$ cat src/rtl/quire_accum_pkg.sv
// Shared sizing helpers for the posit quire accumulator.
// All quire geometry derives from the posit format (N, ES) and
// from whether the incoming terms are plain posits or exact products.
package quire_accum_pkg;

  // Flags that travel with one input term.
  typedef struct packed {
    logic sign;
    logic zero;
    logic nar;
    logic sow;
    logic eow;
  } beat_flags_t;

  // Largest scale of a posit(N,ES) value: useed^(N-2).
  function automatic int maxscale(input int n, input int es);
    return (1 << es) * (n - 2);
  endfunction

  // Minimum quire width that holds any exact product sum without carry guard.
  function automatic int nqmin(input int n, input int es);
    return (1 << (es + 2)) * (n - 2) + 1;
  endfunction

  function automatic int quire_size(input int n, input int es, input int log_nb_accum);
    return nqmin(n, es) + log_nb_accum;
  endfunction

  // Number of fractional bits in the quire (weight of LSB is 2^-BPP).
  function automatic int bpp(input int n, input int es);
    return (nqmin(n, es) - 1) / 2;
  endfunction

  // Mantissa width including hidden bit(s); products carry two integer bits.
  function automatic int mant_w(input int n, input int es, input int is_prod);
    return (1 + is_prod) * (n - es - 2);
  endfunction

  function automatic int fbits(input int n, input int es, input int is_prod);
    return mant_w(n, es, is_prod) - 1 - is_prod;
  endfunction

  // Signed scale width able to cover +/-(1+is_prod)*MAXSCALE.
  function automatic int scale_w(input int n, input int es, input int is_prod);
    return $clog2((1 + is_prod) * maxscale(n, es) + 1) + 1;
  endfunction

endpackage

$ cat src/rtl/quire_accum_align.sv
// Combinational bidirectional shifter placing a term at its quire position.
// term = mant * 2^(BPP + scale - FBITS); right shifts truncate toward zero.
module quire_align #(
  parameter int QUIRE_SIZE = 29,
  parameter int MANT_W     = 6,
  parameter int SCALE_W    = 4,
  parameter int BPP        = 12,
  parameter int FBITS      = 5
) (
  input  logic                      [MANT_W-1:0]     mant,
  input  logic signed               [SCALE_W-1:0]    scale,
  input  logic                                       zero,
  output logic                      [QUIRE_SIZE-1:0] term
);

  localparam int SH_W = 16;

  logic signed [SH_W-1:0]       sh;
  logic        [SH_W-1:0]       sh_mag;
  logic        [QUIRE_SIZE-1:0] mant_ext;

  // Shift distance is signed: positive moves left, negative moves right.
  always_comb begin
    sh       = SH_W'(scale) + SH_W'(BPP - FBITS);
    mant_ext = QUIRE_SIZE'(mant);
    term     = '0;
    sh_mag   = '0;
    if (!zero) begin
      if (sh < 0) begin
        sh_mag = $unsigned(-sh);
        term   = mant_ext >> sh_mag;
      end else begin
        sh_mag = $unsigned(sh);
        term   = mant_ext << sh_mag;
      end
    end
  end

endmodule

$ cat src/rtl/quire_accum.sv
// Posit quire accumulator: aligns signed posit terms into a fixed-point
// two's-complement quire and sums them over sow..eow windows, with a sticky
// NaR flag, a sticky signed-overflow flag and a one-entry skid latch so that
// the registered rtr_o never loses a beat.
module quire_accum
  import quire_accum_pkg::*;
#(
  parameter int  POSIT_WIDTH   = 8,
  parameter int  ES            = 0,
  parameter int  LOG_NB_ACCUM  = 10,
  parameter int  IS_PROD_ACCUM = 1,
  parameter int  EMIT_EOW      = 1,
  localparam int QUIRE_SIZE    = quire_size(POSIT_WIDTH, ES, LOG_NB_ACCUM),
  localparam int MANT_W        = mant_w(POSIT_WIDTH, ES, IS_PROD_ACCUM),
  localparam int SCALE_W       = scale_w(POSIT_WIDTH, ES, IS_PROD_ACCUM)
) (
  input  logic                         clk,
  input  logic                         rst_n,
  input  logic                         rts_i,
  output logic                         rtr_o,
  input  logic                         sow_i,
  input  logic                         eow_i,
  input  logic        [MANT_W-1:0]     mant_i,
  input  logic signed [SCALE_W-1:0]    scale_i,
  input  logic                         sign_i,
  input  logic                         zero_i,
  input  logic                         NaR_i,
  input  logic                         rtr_i,
  output logic                         rts_o,
  output logic                         sow_o,
  output logic                         eow_o,
  output logic        [QUIRE_SIZE-1:0] data_o,
  output logic                         NaR_o,
  output logic                         sign_o,
  output logic                         zero_o,
  output logic                         ovf_o
);

  localparam int   BPP      = bpp(POSIT_WIDTH, ES);
  localparam int   FBITS    = fbits(POSIT_WIDTH, ES, IS_PROD_ACCUM);
  localparam int   MSB      = QUIRE_SIZE - 1;
  localparam logic EMIT_ALL = (EMIT_EOW == 0);

  typedef logic signed [QUIRE_SIZE-1:0] quire_t;

  // Modulo-2^QUIRE_SIZE add returning {signed_overflow, sum}.
  function automatic logic [QUIRE_SIZE:0] add_chk(input quire_t a, input quire_t b);
    quire_t s;
    s = a + b;
    return {(a[MSB] == b[MSB]) && (s[MSB] != a[MSB]), s};
  endfunction

  logic                      process_en;
  logic                      accept;
  logic                      rst_done;

  logic                      skid_vld;
  logic        [MANT_W-1:0]  skid_mant;
  logic signed [SCALE_W-1:0] skid_scale;
  beat_flags_t               skid_flags;

  logic                      vld_p0;
  logic        [MANT_W-1:0]  mant_p0;
  logic signed [SCALE_W-1:0] scale_p0;
  beat_flags_t               flags_p0;
  logic [QUIRE_SIZE-1:0]     term_p0;

  logic                      vld_p1;
  logic [QUIRE_SIZE-1:0]     term_p1;
  logic                      sign_p1;
  logic                      nar_p1;
  logic                      sow_p1;
  logic                      eow_p1;

  logic                      start_p1;
  quire_t                    addend_p1;
  quire_t                    base_p1;
  quire_t                    q_next_p1;
  logic                      ovf_step_p1;
  logic                      ovf_next_p1;
  logic                      nar_next_p1;
  logic                      emit_p1;

  quire_t                    q_p2;
  logic                      nar_p2;
  logic                      ovf_p2;
  logic                      win_open;

  assign process_en = rtr_i | ~rts_o;
  assign accept     = rts_i & rtr_o;

  // rtr_o follows process_en one cycle late, held low for one extra edge after reset.
  always_ff @(posedge clk or negedge rst_n) begin
    if (!rst_n) begin
      rst_done <= 1'b0;
      rtr_o    <= 1'b0;
    end else begin
      rst_done <= 1'b1;
      rtr_o    <= process_en & rst_done;
    end
  end

  // Skid occupancy: a beat caught during a stall waits here until the pipe moves.
  always_ff @(posedge clk or negedge rst_n) begin
    if (!rst_n)          skid_vld <= 1'b0;
    else if (process_en) skid_vld <= 1'b0;
    else if (accept)     skid_vld <= 1'b1;
  end

  // Skid payload capture.
  always_ff @(posedge clk) begin
    if (!process_en && accept) begin
      skid_mant  <= mant_i;
      skid_scale <= scale_i;
      skid_flags <= '{sign: sign_i, zero: zero_i, nar: NaR_i, sow: sow_i, eow: eow_i};
    end
  end

  // Stage 0: pick the parked skid beat ahead of the live input.
  always_comb begin
    vld_p0 = skid_vld | accept;
    if (skid_vld) begin
      mant_p0  = skid_mant;
      scale_p0 = skid_scale;
      flags_p0 = skid_flags;
    end else begin
      mant_p0  = mant_i;
      scale_p0 = scale_i;
      flags_p0 = '{sign: sign_i, zero: zero_i, nar: NaR_i, sow: sow_i, eow: eow_i};
    end
  end

  quire_align #(
    .QUIRE_SIZE (QUIRE_SIZE),
    .MANT_W     (MANT_W),
    .SCALE_W    (SCALE_W),
    .BPP        (BPP),
    .FBITS      (FBITS)
  ) u_align (
    .mant  (mant_p0),
    .scale (scale_p0),
    .zero  (flags_p0.zero),
    .term  (term_p0)
  );

  // ---- stage 1 boundary: aligned term ----
  // Stage 1 valid: advances only when the pipe is not stalled; bubbles clear it.
  always_ff @(posedge clk or negedge rst_n) begin
    if (!rst_n)          vld_p1 <= 1'b0;
    else if (process_en) vld_p1 <= vld_p0;
  end

  // Stage 1 payload.
  always_ff @(posedge clk) begin
    if (process_en && vld_p0) begin
      term_p1 <= term_p0;
      sign_p1 <= flags_p0.sign;
      nar_p1  <= flags_p0.nar;
      sow_p1  <= flags_p0.sow;
      eow_p1  <= flags_p0.eow;
    end
  end

  // Accumulate: a window restarts on sow, after an eow, or after reset.
  always_comb begin
    start_p1    = sow_p1 | ~win_open;
    addend_p1   = sign_p1 ? -term_p1 : term_p1;
    base_p1     = start_p1 ? '0 : q_p2;
    {ovf_step_p1, q_next_p1} = add_chk(base_p1, addend_p1);
    ovf_next_p1 = ovf_step_p1 | (~start_p1 & ovf_p2);
    nar_next_p1 = nar_p1 | (~start_p1 & nar_p2);
    emit_p1     = vld_p1 & (eow_p1 | EMIT_ALL);
  end

  // ---- stage 2 boundary: quire and output beat ----
  // Quire and sticky flags update on every beat leaving stage 1.
  always_ff @(posedge clk) begin
    if (process_en && vld_p1) begin
      q_p2   <= q_next_p1;
      nar_p2 <= nar_next_p1;
      ovf_p2 <= ovf_next_p1;
    end
  end

  // Window tracking and output register; output holds while stalled.
  always_ff @(posedge clk or negedge rst_n) begin
    if (!rst_n) begin
      win_open <= 1'b0;
      rts_o    <= 1'b0;
      sow_o    <= 1'b0;
      eow_o    <= 1'b0;
      data_o   <= '0;
      NaR_o    <= 1'b0;
      sign_o   <= 1'b0;
      zero_o   <= 1'b0;
      ovf_o    <= 1'b0;
    end else if (process_en) begin
      rts_o <= emit_p1;
      if (vld_p1) win_open <= ~eow_p1;
      if (emit_p1) begin
        sow_o  <= EMIT_ALL ? sow_p1 : 1'b1;
        eow_o  <= EMIT_ALL ? eow_p1 : 1'b1;
        NaR_o  <= nar_next_p1;
        data_o <= nar_next_p1 ? '0 : q_next_p1;
        sign_o <= ~nar_next_p1 & q_next_p1[MSB];
        zero_o <= nar_next_p1 | (q_next_p1 == '0);
        ovf_o  <= ~nar_next_p1 & ovf_next_p1;
      end
    end
  end

endmodule

$ cat config.mk
export PLATFORM = sky130hd
export DESIGN_NAME = quire_accum
export DESIGN_NICKNAME = d
export VERILOG_FILES = /design/src/rtl/quire_accum_pkg.sv /design/src/rtl/quire_accum_align.sv /design/src/rtl/quire_accum.sv
export SDC_FILE = /design/constraint.sdc
export NUM_CORES = 1
export LEC_CHECK = 0
export CAP_MARGIN = 20
export CORE_MARGIN = 3
export CORE_UTILIZATION = 65
export CTS_BUF_LIST = sky130_fd_sc_hd__clkbuf_4 sky130_fd_sc_hd__clkbuf_8
export CTS_CLUSTER_SIZE = 40
export DETAILED_ROUTE_END_ITERATION = 7
export DONT_BUFFER_PORTS = 1
export PLACE_DENSITY_LB_ADDON = 0.2
export SKIP_LAST_GASP = 1
export SLEW_MARGIN = 10
export SYNTH_ARGS = -nofsm -noshare
export SYNTH_HDL_FRONTEND = slang
export SYNTH_SLANG_ARGS = --single-unit
$ cat constraint.sdc
create_clock -name clk -period 7.15 [get_ports clk]
set_input_delay 0.3575 -clock clk [delete_from_list [all_inputs] [get_ports clk]]
set_output_delay 0.3575 -clock clk [all_outputs]
set_load 0.02 [all_outputs]
==> impl_metrics.toml, run 1 <==
[clocking]
total_number_of_clock_tree_sinks = 143
clock_latency_ps = 450
tritoncts.num_buffers = 17
post-cts-setup-buffers = 0
cts_htree_levels = 4
cts_max_path_buffers = 2
cts.clk_slew.worst_paths_ps = 90
cts_root_buffer = "sky130_fd_sc_hd__clkbuf_8"
post_cts_hold_buffers = 24
post_cts_resized = 0
clock_tree_from_tritoncts = "yes"

[setup_path]
worstSetupEndpointType = "register"
arrival_ps = 6420
critPathMaxFanout = 6
critical_path.startpoint_type = "register"
cp_slowest_stage_delay_ps = 570
data_required_time_at_the_worst_endpoint_ps = 7490
crit_path_top_delay_cell = "sky130_fd_sc_hd__or4_4"
path_cells = "or4_4 -> or3_4 -> or3_1 -> or2_1 -> nand2b_4 -> nand2b_4 -> or3_1 -> or2_4 -> o21ai_0 -> xnor2_1 -> ha_1 -> a21oi_1 -> o21bai_1 -> a21oi_1 -> a21boi_0 -> a21boi_0 -> xnor2_1 -> or4bb_1 -> nor4b_1 -> nand4_1 -> o41ai_1"
critPathKind = "register to register"
reg2reg_slack_ps = 1080

[timing]
report.final.setup_viol = 0
rsz0062_at_grt = "false"
tightest_slew_ps = 1050
layout_min_cycle_time_ps = 6070
worst_clock_skew_ps = 13.3
max_slew_margin_pct = 29.3
finalHoldViolCount = 0
maxClockFrequency_mhz = 165
part_of_the_cycle_the_worst_path_needs_pct = 84.9
worst_hold_check_slack_ps = 121
worst_slack_ps = 1080
slew_violations = 0
totalNegativeSetupSlack_ps = 0

[layout]
total_area_of_multi_input_combinational_cells_um2 = 4950
most-common-layout-cells = "sky130_fd_sc_hd__edfxtp_1, sky130_fd_sc_hd__nor2_1, sky130_fd_sc_hd__nand2_1"
num-nets-final = 1006
area_growth_pct = 8.84
n_antenna_cell = 0
layout.area.seq_um2 = 4070
final_common_cell = "sky130_fd_sc_hd__edfxtp_1"
final_core_util_pct = 74.2
fraction_of_final_layout_cells_sized_beyond_drive_strength_1_pct = 9.14
filler_cells_inserted = 947
stdcell_area_um2 = 10100

[detailed_routing]
via_total_after_detailed_routing = 7561
drc = 0
detail_route.wl_per_cell_um = 21.5
detail_route.wirelength_mm = 24.2
drtPass1Iterations = 5
routed_via_density = 6.70
drtIter0Drc = 800
antenna_violating_nets_post_route = 0

[logic_synthesis]
synth_edf_count = 98
synthesis.instances = 926
ys_seq_elements = 143
synthArstFlopShare_pct = 31.5
yosysSeqAreaShare_pct = 44.0
mappedNetlistArea_um2 = 9240
post_synth_num_cell_types = 71
synth_fp_nets = 993
dominantRegCellSynth = "sky130_fd_sc_hd__edfxtp_1"
synth.yosys.warnings = 0
syn_avg_cell_area_um2 = 9.98

[min_path]
hold_path.class = "primary input to register"

[run]
max_cap_viol_count = 0

[floorplanning]
fp.dieH_um = 125
top_level_ports = 69
initial_core_util_pct = 68.2
placementRows = 42
coreArea_um2 = 13600
die_width_um = 125
dieArea_um2 = 15700

[global_route]
grt_overflow = 0
wire_length_of_the_first_global_routing_pass_mm = 38.9
initial_antenna_violation_count = 0
groute.usage.overall_pct = 30.9
largest_net_degree_at_the_start_of_global_routing = 46
grt_pass1_vias = 7336

[outcome]
run_status = "completed"

[place]
placement.setup.worst_slack_ps = 1130
portBuffers = 0
gp_routability_congestion = 1.01
dp.final_hpwl_mm = 17.4
detailed_place.area_um2 = 9400

[power_and_ir_drop]
vdd_ir_drop_max_v = 0.000229
pwr_density_cell_nw_per_um2 = 317
leakage_nw = 3.83
[routing by layer]
layer | GRT usage, % | up-vias | part of all wire [%]
li1 | - | 3483 | -
met1 | 40.4 | 3638 | 41
met2 | 52.4 | 377 | 49
met3 | 5.59 | 63 | 7.1
met4 | 10.5 | 0 | 2.8
met5 | 0 | - | 0
[cell type report]
cell class                 count  area share (%)
tap                          176            2.19
inverter                      20           0.746
clock buffer                  19            2.48
timing repair buffer          36            3.46
multi-input combinational    721            49.2
clock inverter                13            1.49
sequential                   143            40.5
[sequential cells by signal (all words and copies together), names as in the netlist, 5 cells and up]
register / cells
data_o: 35
q_p2: 35
term_p1: 35
skid_mant: 12
skid_flags: 5
skid_scale: 5
[per-stage QoR]
step                      std cells  power (W)
after floorplan                 926    0.00218
after global placement         1072    0.00244
after detailed placement       1072    0.00248
after CTS                      1128    0.00316
after global routing           1128    0.00335
final                          1128    0.00319
[cell families (layout without fill, tap and decap cells)]
group | after synthesis | in the layout | share of synthesized area, %
multiplexers | 44 | 44 | 5.02
buffers and inverters | 62 | 88 | 2.60
adder cells (fa/ha/maj) | 41 | 41 | 5.63
XOR/XNOR | 72 | 72 | 6.82
other | 1 | 1 | 0.0406
AO/OA/AOI/OAI | 262 | 262 | 19.5
AND/OR/NAND/NOR | 301 | 301 | 16.3
flip-flops | 143 | 143 | 44.0
[worst paths after layout]
check,start,cells past startpoint,end
hold reg to reg,rst_done,1,rtr_o
hold / removal,sow_i,1,sow_p1
min in group asynchronous,rst_n,2,data_o[22]
setup / recovery,term_p1[6],21,zero_o
setup reg to reg,term_p1[6],21,zero_o
max in group asynchronous,rst_n,2,data_o[33]
[power breakdown]
group,total (W),switching (W),internal (W)
Sequential,0.00137,0.000250,0.00112
Combinational,0.00115,0.000718,0.000436
Clock,0.000657,0.000331,0.000326
[synthesized netlist by cell type (all sizes together), types with 4 or more instances]
master | number | area share [%]
edfxtp | 98 | 32
nor2 | 84 | 3.4
nand2 | 73 | 3.0
a21oi | 60 | 3.2
xnor2 | 55 | 5.2
o21ai | 48 | 2.6
dfrtp | 45 | 12
and2 | 40 | 2.7
clkbuf | 40 | 1.6
ha | 40 | 5.4
a22o | 39 | 3.7
mux2i | 25 | 2.7
inv | 20 | 0.81
mux2 | 19 | 2.3
o31ai | 18 | 1.7
nand3 | 17 | 0.92
xor2 | 17 | 1.6
a31oi | 15 | 1.0
nor3 | 15 | 0.81
nand2b | 12 | 0.97
or3 | 11 | 0.80
nand4 | 10 | 0.68
o211ai | 10 | 0.81
o21bai | 10 | 0.81
o21a | 9 | 0.73
or4 | 9 | 0.77
o22ai | 7 | 0.47
o41ai | 7 | 0.87
or2 | 7 | 0.50
a211oi | 6 | 0.49
a21o | 6 | 0.49
nor2b | 6 | 0.41
a22oi | 5 | 0.41
nor4 | 5 | 0.34
and3 | 4 | 0.27
[critical path, delay by kind of cell, from the launching register on]
| kind | cells | cell delay (ps) |
|---|---|---|
| adders and majority gates | 1 | 390 |
| AOI/OAI and AO/OA | 7 | 1340 |
| and+or+nand+nor | 11 | 3540 |
| xor gates and xnor gates | 2 | 250 |
| DFF | 1 | 440 |
Note: power is estimated with default switching activity, not from simulation.
==> run 2, diff against run 1 <==
--- a/config.mk
+++ b/config.mk
@@ -7,7 +7,7 @@
 export LEC_CHECK = 0
 export CAP_MARGIN = 20
 export CORE_MARGIN = 3
-export CORE_UTILIZATION = 65
+export CORE_UTILIZATION = 60
 export CTS_BUF_LIST = sky130_fd_sc_hd__clkbuf_4 sky130_fd_sc_hd__clkbuf_8
 export CTS_CLUSTER_SIZE = 40
 export DETAILED_ROUTE_END_ITERATION = 7
==> constraint.sdc (replaced) <==
create_clock -name clk -period 5.3 [get_ports clk]
set_input_delay 0.265 -clock clk [delete_from_list [all_inputs] [get_ports clk]]
set_output_delay 0.265 -clock clk [all_outputs]
set_load 0.02 [all_outputs]
==> run 2 against run 1 <==
  * The flow now finishes with violations (setup timing)
  * Die area increased by 7.9%
  * Design area increased by 3.9%
  * Largest cell class unchanged
  * Power increased by 40%
  * Sequential share of layout area decreased by 1.5 points
  * Combinational power increased by 46%
==> impl_metrics.toml, run 2 (synthesized netlist as in run 1, its figures left out) <==
[outcome]
failing_checks = "setup timing"
run_status = "finished, violations left"

[timing]
layout_min_cycle_time_ps = 5410
worst_slack_ps = -112
slew_violations = 0
totalNegativeSetupSlack_ps = -127
rsz0062_at_grt = "true"
report.final.setup_viol = 2
maxClockFrequency_mhz = 185
part_of_the_cycle_the_worst_path_needs_pct = 102
max_slew_margin_pct = 30.3
finalHoldViolCount = 0
worst_clock_skew_ps = 14.6
tightest_slew_ps = 1040

[floorplanning]
die_width_um = 130
fp.dieH_um = 130
coreArea_um2 = 14800
initial_core_util_pct = 62.4
top_level_ports = 69
dieArea_um2 = 16900
placementRows = 44

[layout]
num-nets-final = 1047
area_growth_pct = 13.0
final_common_cell = "sky130_fd_sc_hd__edfxtp_1"
reg.largest.list = "data_o (35), q_p2 (35), term_p1 (35)"
most-common-layout-cells = "sky130_fd_sc_hd__edfxtp_1, sky130_fd_sc_hd__nor2_1, sky130_fd_sc_hd__nand2_1"
filler_cells_inserted = 1086
n_antenna_cell = 0
total_area_of_multi_input_combinational_cells_um2 = 5000
stdcell_area_um2 = 10400
fraction_of_final_layout_cells_sized_beyond_drive_strength_1_pct = 14.2
layout.area.seq_um2 = 4070

[clocking]
cts_htree_levels = 4
clock_tree_from_tritoncts = "yes"
tritoncts.num_buffers = 17
clock_latency_ps = 460
cts_root_buffer = "sky130_fd_sc_hd__clkbuf_8"
cts_max_path_buffers = 2
cts.clk_slew.worst_paths_ps = 90
total_number_of_clock_tree_sinks = 143

[power_and_ir_drop]
internal_power_w = 0.00265
leakage_nw = 4.05
clock_power_share_pct = 20.7
share_seq_of_total_power_pct = 41.5
total_switching_power_w = 0.00180
pwr_density_cell_nw_per_um2 = 426
vdd_ir_drop_max_v = 0.000209
comb_power_share_pct = 37.8
net_sw_share_pct = 40.5

[detailed_routing]
detail_route.wl_per_cell_um = 20.5
detail_route.wirelength_mm = 24.1
drtIter0Drc = 697
via_total_after_detailed_routing = 7506
routed_via_density = 6.38
drc = 0
antenna_violating_nets_post_route = 0
drtPass1Iterations = 6

[global_route]
grt_overflow = 0
groute.usage.overall_pct = 28.8
wire_length_of_the_first_global_routing_pass_mm = 38.1
largest_net_degree_at_the_start_of_global_routing = 46
grt_pass1_vias = 7295
initial_antenna_violation_count = 0

[min_path]
hold_path.class = "primary input to register"
min-delay-start = "sow_i"
worstHoldPathCells = 1
whs_endpoint = "sow_p1"

[place]
gp_routability_congestion = 0.970
placement.setup.worst_slack_ps = -208
detailed_place.area_um2 = 9700
portBuffers = 0
dp.final_hpwl_mm = 17.8

[setup_path]
critPathMaxFanout = 3
critical_path.startpoint_type = "register"
critPathKind = "register to register"
worstRegToRegCells = 20
reg2reg_slack_ps = -110
r2r_start = "term_p1[6]"
worstSetupEndpointType = "register"
arrival_ps = 5780
regToRegEndpoint = "zero_o"
data_required_time_at_the_worst_endpoint_ps = 5660

[run]
max_cap_viol_count = 0
-- run 2: layer usage --
layer / vias up / share of wire (%) / global-route usage [%]
met2: 324 / 48 / 47.7
met4: 0 / 3.5 / 11.7
met3: 66 / 6.1 / 5.03
met1: 3546 / 43 / 37.6
met5: - / 0 / 0
li1: 3570 / - / -
-- run 2: how the worst max path moves through the flow --
stage | slack, ps | start | end | depth (start not counted)
after floorplan | 5 | term_p1[6] | zero_o | 21
after global placement | -150 | term_p1[6] | zero_o | 20
after detailed placement | -210 | term_p1[6] | zero_o | 21
after CTS | -140 | term_p1[6] | zero_o | 20
after global routing | -430 | term_p1[7] | zero_o | 20
final | -110 | term_p1[6] | zero_o | 20
-- run 2: final cells by class --
| cell class | count | area share (%) |
|---|---|---|
| repair buffers | 77 | 6.28 |
| well taps | 184 | 2.20 |
| clock inverters | 14 | 1.64 |
| inverters | 20 | 0.719 |
| flip-flops and latches | 143 | 39.0 |
| multi-input cells | 721 | 47.9 |
| clock buffers | 18 | 2.31 |
-- run 2: worst max-delay path: stages (launching register included) --
cell,delay [ps]
sky130_fd_sc_hd__edfxtp_1,390
sky130_fd_sc_hd__or4_4,550
sky130_fd_sc_hd__or3_4,340
sky130_fd_sc_hd__or3_4,340
sky130_fd_sc_hd__or2_4,240
sky130_fd_sc_hd__nand2b_4,150
sky130_fd_sc_hd__nand2b_4,140
sky130_fd_sc_hd__buf_4,140
sky130_fd_sc_hd__o41ai_1,340
sky130_fd_sc_hd__xnor2_1,260
sky130_fd_sc_hd__ha_1,330
sky130_fd_sc_hd__nand2_1,110
sky130_fd_sc_hd__nor2_1,70
sky130_fd_sc_hd__a221o_1,370
sky130_fd_sc_hd__a21boi_0,160
sky130_fd_sc_hd__a21boi_2,190
sky130_fd_sc_hd__xnor2_1,90
sky130_fd_sc_hd__or4bb_1,520
sky130_fd_sc_hd__nor4b_2,250
sky130_fd_sc_hd__nand4_1,130
sky130_fd_sc_hd__o41ai_2,210
-- run 2: power groups by stage --
stage | Combinational, W | Clock (W) | Sequential [W]
after floorplan | 0.00113 | 0 | 0.00181
after global placement | 0.00154 | 0 | 0.00186
after detailed placement | 0.00159 | 0 | 0.00187
after CTS | 0.00163 | 0.000929 | 0.00185
after global routing | 0.00182 | 0.000974 | 0.00188
final | 0.00168 | 0.000921 | 0.00184
-- run 2: metrics by stage --
stage | total power [W] | utilization (%) | std cells | hold WS [ps]
after floorplan | 0.00295 | - | 926 | -30.6
after global placement | 0.00340 | 65.5 | 1117 | -29.5
after detailed placement | 0.00346 | 65.5 | 1117 | -29.5
after CTS | 0.00441 | 70.1 | 1173 | 13.4
after global routing | 0.00468 | 70.5 | 1177 | 12.4
final | 0.00445 | 70.5 | 1177 | 27.7
-- run 2: repair_timing --
action	4_1_cts	5_1_grt
setup endpoints to repair	3	12
pin swaps	3	2
gates resized for setup	3	10
hold endpoints to repair	68	0
buffers inserted	0	4
hold buffers	24	0
==> run 3, diff against run 2 <==
--- a/config.mk
+++ b/config.mk
@@ -6,8 +6,10 @@
 export NUM_CORES = 1
 export LEC_CHECK = 0
 export CAP_MARGIN = 20
+export CELL_PAD_IN_SITES_DETAIL_PLACEMENT = 1
+export CELL_PAD_IN_SITES_GLOBAL_PLACEMENT = 1
 export CORE_MARGIN = 3
-export CORE_UTILIZATION = 60
+export CORE_UTILIZATION = 47
 export CTS_BUF_LIST = sky130_fd_sc_hd__clkbuf_4 sky130_fd_sc_hd__clkbuf_8
 export CTS_CLUSTER_SIZE = 40
 export DETAILED_ROUTE_END_ITERATION = 7
==> run 3 against run 2 <==
  * The run still ends with setup timing left
  * Clock-buffer cell count shrank 1
  * Flip-flop and latch count is the same
  * First-iteration DRC count shrank 41%
  * Register-to-register slack lost 120 ps
  * Cell count grew 7.9%
  * Critical endpoint unchanged
  * Critical path depth grew 1
  * Maximum frequency shrank 2.1%
  * Worst hold slack gained 5.1 ps
  * Combinational power grew 5%
==> impl_metrics.toml, run 3 (synthesized netlist as in run 1, its figures left out) <==
[floorplanning]
coreArea_um2 = 19000
top_level_ports = 69
dieArea_um2 = 21400
initial_core_util_pct = 48.6
placementRows = 50
die_width_um = 146
fp.dieH_um = 146

[clocking]
clock_latency_ps = 480
cts_root_buffer = "sky130_fd_sc_hd__clkbuf_8"
cts.clk_slew.worst_paths_ps = 100
cts_htree_levels = 4
cts_max_path_buffers = 2
tritoncts.num_buffers = 17
total_number_of_clock_tree_sinks = 143
clock_tree_from_tritoncts = "yes"

[setup_path]
worstSetupEndpoint = "zero_o"
crit_buf_inv = 0
cp_slowest_stage_delay_ps = 560
cpLargestDelayFamily = "simple AND/OR/NAND/NOR gates"
cpMostUsedCell = "sky130_fd_sc_hd__or3_4"
data_required_time_at_the_worst_endpoint_ps = 5690
worstRegToRegCells = 21
regToRegEndpoint = "zero_o"
crit_path_top_delay_cell = "sky130_fd_sc_hd__or4bb_1"
reg2reg_slack_ps = -230
critPathLaunch = "term_p1[6]"
worstSetupPathDepth = 21
worstSetupEndpointType = "register"
critical_path.startpoint_type = "register"
r2r_start = "term_p1[6]"
path_cells = "or4_4 -> or3_4 -> or3_4 -> or2_4 -> nand2b_4 -> nand2b_4 -> or3_4 -> or2_4 -> o21ai_2 -> xnor2_1 -> ha_1 -> a21oi_2 -> o21bai_1 -> a21oi_2 -> a21boi_2 -> a21boi_4 -> xnor2_2 -> or4bb_1 -> nor4b_4 -> nand4_1 -> o41ai_2"
arrival_ps = 5920
critPathMaxFanout = 3
critPathKind = "register to register"

[detailed_routing]
detail_route.wl_per_cell_um = 21.8
drtIter0Drc = 413
via_total_after_detailed_routing = 7574
detail_route.wirelength_mm = 27.7
drc = 0
routed_via_density = 5.96
antenna_violating_nets_post_route = 0
drtPass1Iterations = 5

[layout]
final_common_cell = "sky130_fd_sc_hd__edfxtp_1"
filler_cells_inserted = 2122
stdcell_area_um2 = 10700
area_growth_pct = 16.3
reg.largest.list = "data_o (35), q_p2 (35), term_p1 (35)"
num-nets-final = 1063
fraction_of_final_layout_cells_sized_beyond_drive_strength_1_pct = 15.8
most-common-layout-cells = "sky130_fd_sc_hd__edfxtp_1, sky130_fd_sc_hd__nor2_1, sky130_fd_sc_hd__nand2_1"
final_core_util_pct = 56.5

[outcome]
run_status = "finished, violations left"
failing_checks = "setup timing"

[timing]
worst_hold_check_slack_ps = 32.8
worst_slack_ps = -230
slew_violations = 0
tightest_slew_ps = 986
finalHoldViolCount = 0
maxClockFrequency_mhz = 181
totalNegativeSetupSlack_ps = -230
max_slew_margin_pct = 34.2
worst_clock_skew_ps = 25.9
rsz0062_at_grt = "true"
report.final.setup_viol = 1
layout_min_cycle_time_ps = 5530
part_of_the_cycle_the_worst_path_needs_pct = 104

[min_path]
hold_path.class = "primary input to register"
worstHoldPathCells = 1

[power_and_ir_drop]
pwr_density_cell_nw_per_um2 = 431
leakage_nw = 4.17
vdd_ir_drop_max_v = 0.000164

[run]
max_cap_viol_count = 0

[global_route]
groute.usage.overall_pct = 26.2
grt_overflow = 0
wire_length_of_the_first_global_routing_pass_mm = 44.5
largest_net_degree_at_the_start_of_global_routing = 46
initial_antenna_violation_count = 1
grt_pass1_vias = 8011

[place]
portBuffers = 0
detailed_place.area_um2 = 9850
gp_routability_congestion = 0.922
dp.final_hpwl_mm = 20.5
## run 3: cell types whose count changed in the layout (fill, tap and decap cells not counted), sizes merged
| cell | before | now |
|---|---|---|
| dlygate4sd3 | 23 | 24 |
| buf | 54 | 69 |
| diode | 0 | 1 |
| inv | 28 | 30 |
| bufinv | 2 | 3 |
| clkbuf | 18 | 17 |
| clkinv | 4 | 2 |
## run 3: cell type report
cell class	count	area, um2	area share, %
Multi-Input combinational cell	721	5040	46.9
Clock buffer	17	234	2.18
Timing Repair Buffer	93	791	7.36
Antenna cell	1	2.50	0.0233
Sequential cell	143	4070	37.9
Clock inverter	15	210	1.96
Inverter	20	75.1	0.698
Tap cell	260	325	3.03
## run 3: report_power, final
part / total (W) / switching [W] / leakage [nW] / internal (W)
Combinational: 0.00177 / 0.00104 / 2.44 / 0.000723
Sequential: 0.00184 / 0.000329 / 1.50 / 0.00151
Clock: 0.00102 / 0.000527 / 0.226 / 0.000490
Total: 0.00463 / 0.00190 / 4.17 / 0.00273
## run 3: worst min-delay path by stage
stage / endpoint / startpoint / slack (ps)
CTS: sow_p1 / sow_i / 0.4
global route: nar_p1 / NaR_i / 30
detailed placement: data_o[5] / rst_n / -30
floorplan: NaR_o / rst_n / -30
global placement: data_o[5] / rst_n / -30
finish: nar_p1 / NaR_i / 30
## run 3: what timing repair did
item | CTS | global route
resized for setup | 10 | 11
setup endpoints to repair | 2 | 11
hold buffers | 24 | 1
pin swaps | 16 | 15
endpoints found under the hold margin | 69 | 1
setup buffers | 7 | 3
## run 3: layer usage
layer  global-route usage [%]  vias to the layer above  part of all wire, %
li1                         -                     3595                    -
met1                     33.9                     3782                   44
met2                     45.8                      161                   50
met3                     3.79                       36                  3.5
met4                     7.34                        0                  1.8
met5                        0                        -                    0
## run 3: worst reg2reg max path: stages (launching register included)
cell                       delay, ps
sky130_fd_sc_hd__edfxtp_1        400
sky130_fd_sc_hd__or4_4           550
sky130_fd_sc_hd__or3_4           340
sky130_fd_sc_hd__or3_4           340
sky130_fd_sc_hd__or2_4           260
sky130_fd_sc_hd__nand2b_4        150
sky130_fd_sc_hd__nand2b_4        150
sky130_fd_sc_hd__or3_4           340
sky130_fd_sc_hd__or2_4           260
sky130_fd_sc_hd__o21ai_2         120
sky130_fd_sc_hd__xnor2_1         150
sky130_fd_sc_hd__ha_1            280
sky130_fd_sc_hd__a21oi_2         140
sky130_fd_sc_hd__o21bai_1         90
sky130_fd_sc_hd__a21oi_2         170
sky130_fd_sc_hd__a21boi_2        170
sky130_fd_sc_hd__a21boi_4        190
sky130_fd_sc_hd__xnor2_2          80
sky130_fd_sc_hd__or4bb_1         560
sky130_fd_sc_hd__nor4b_4         340
sky130_fd_sc_hd__nand4_1         150
sky130_fd_sc_hd__o41ai_2         200
## run 3: metrics by stage
| stage | power, W | cells | worst slack (ps) |
|---|---|---|---|
| after floorplan | 0.00295 | 926 | 4.62 |
| after global placement | 0.00345 | 1201 | -200 |
| after detailed placement | 0.00353 | 1201 | -466 |
| after CTS | 0.00460 | 1264 | -272 |
| after global routing | 0.00488 | 1270 | -432 |
| final | 0.00463 | 1270 | -230 |
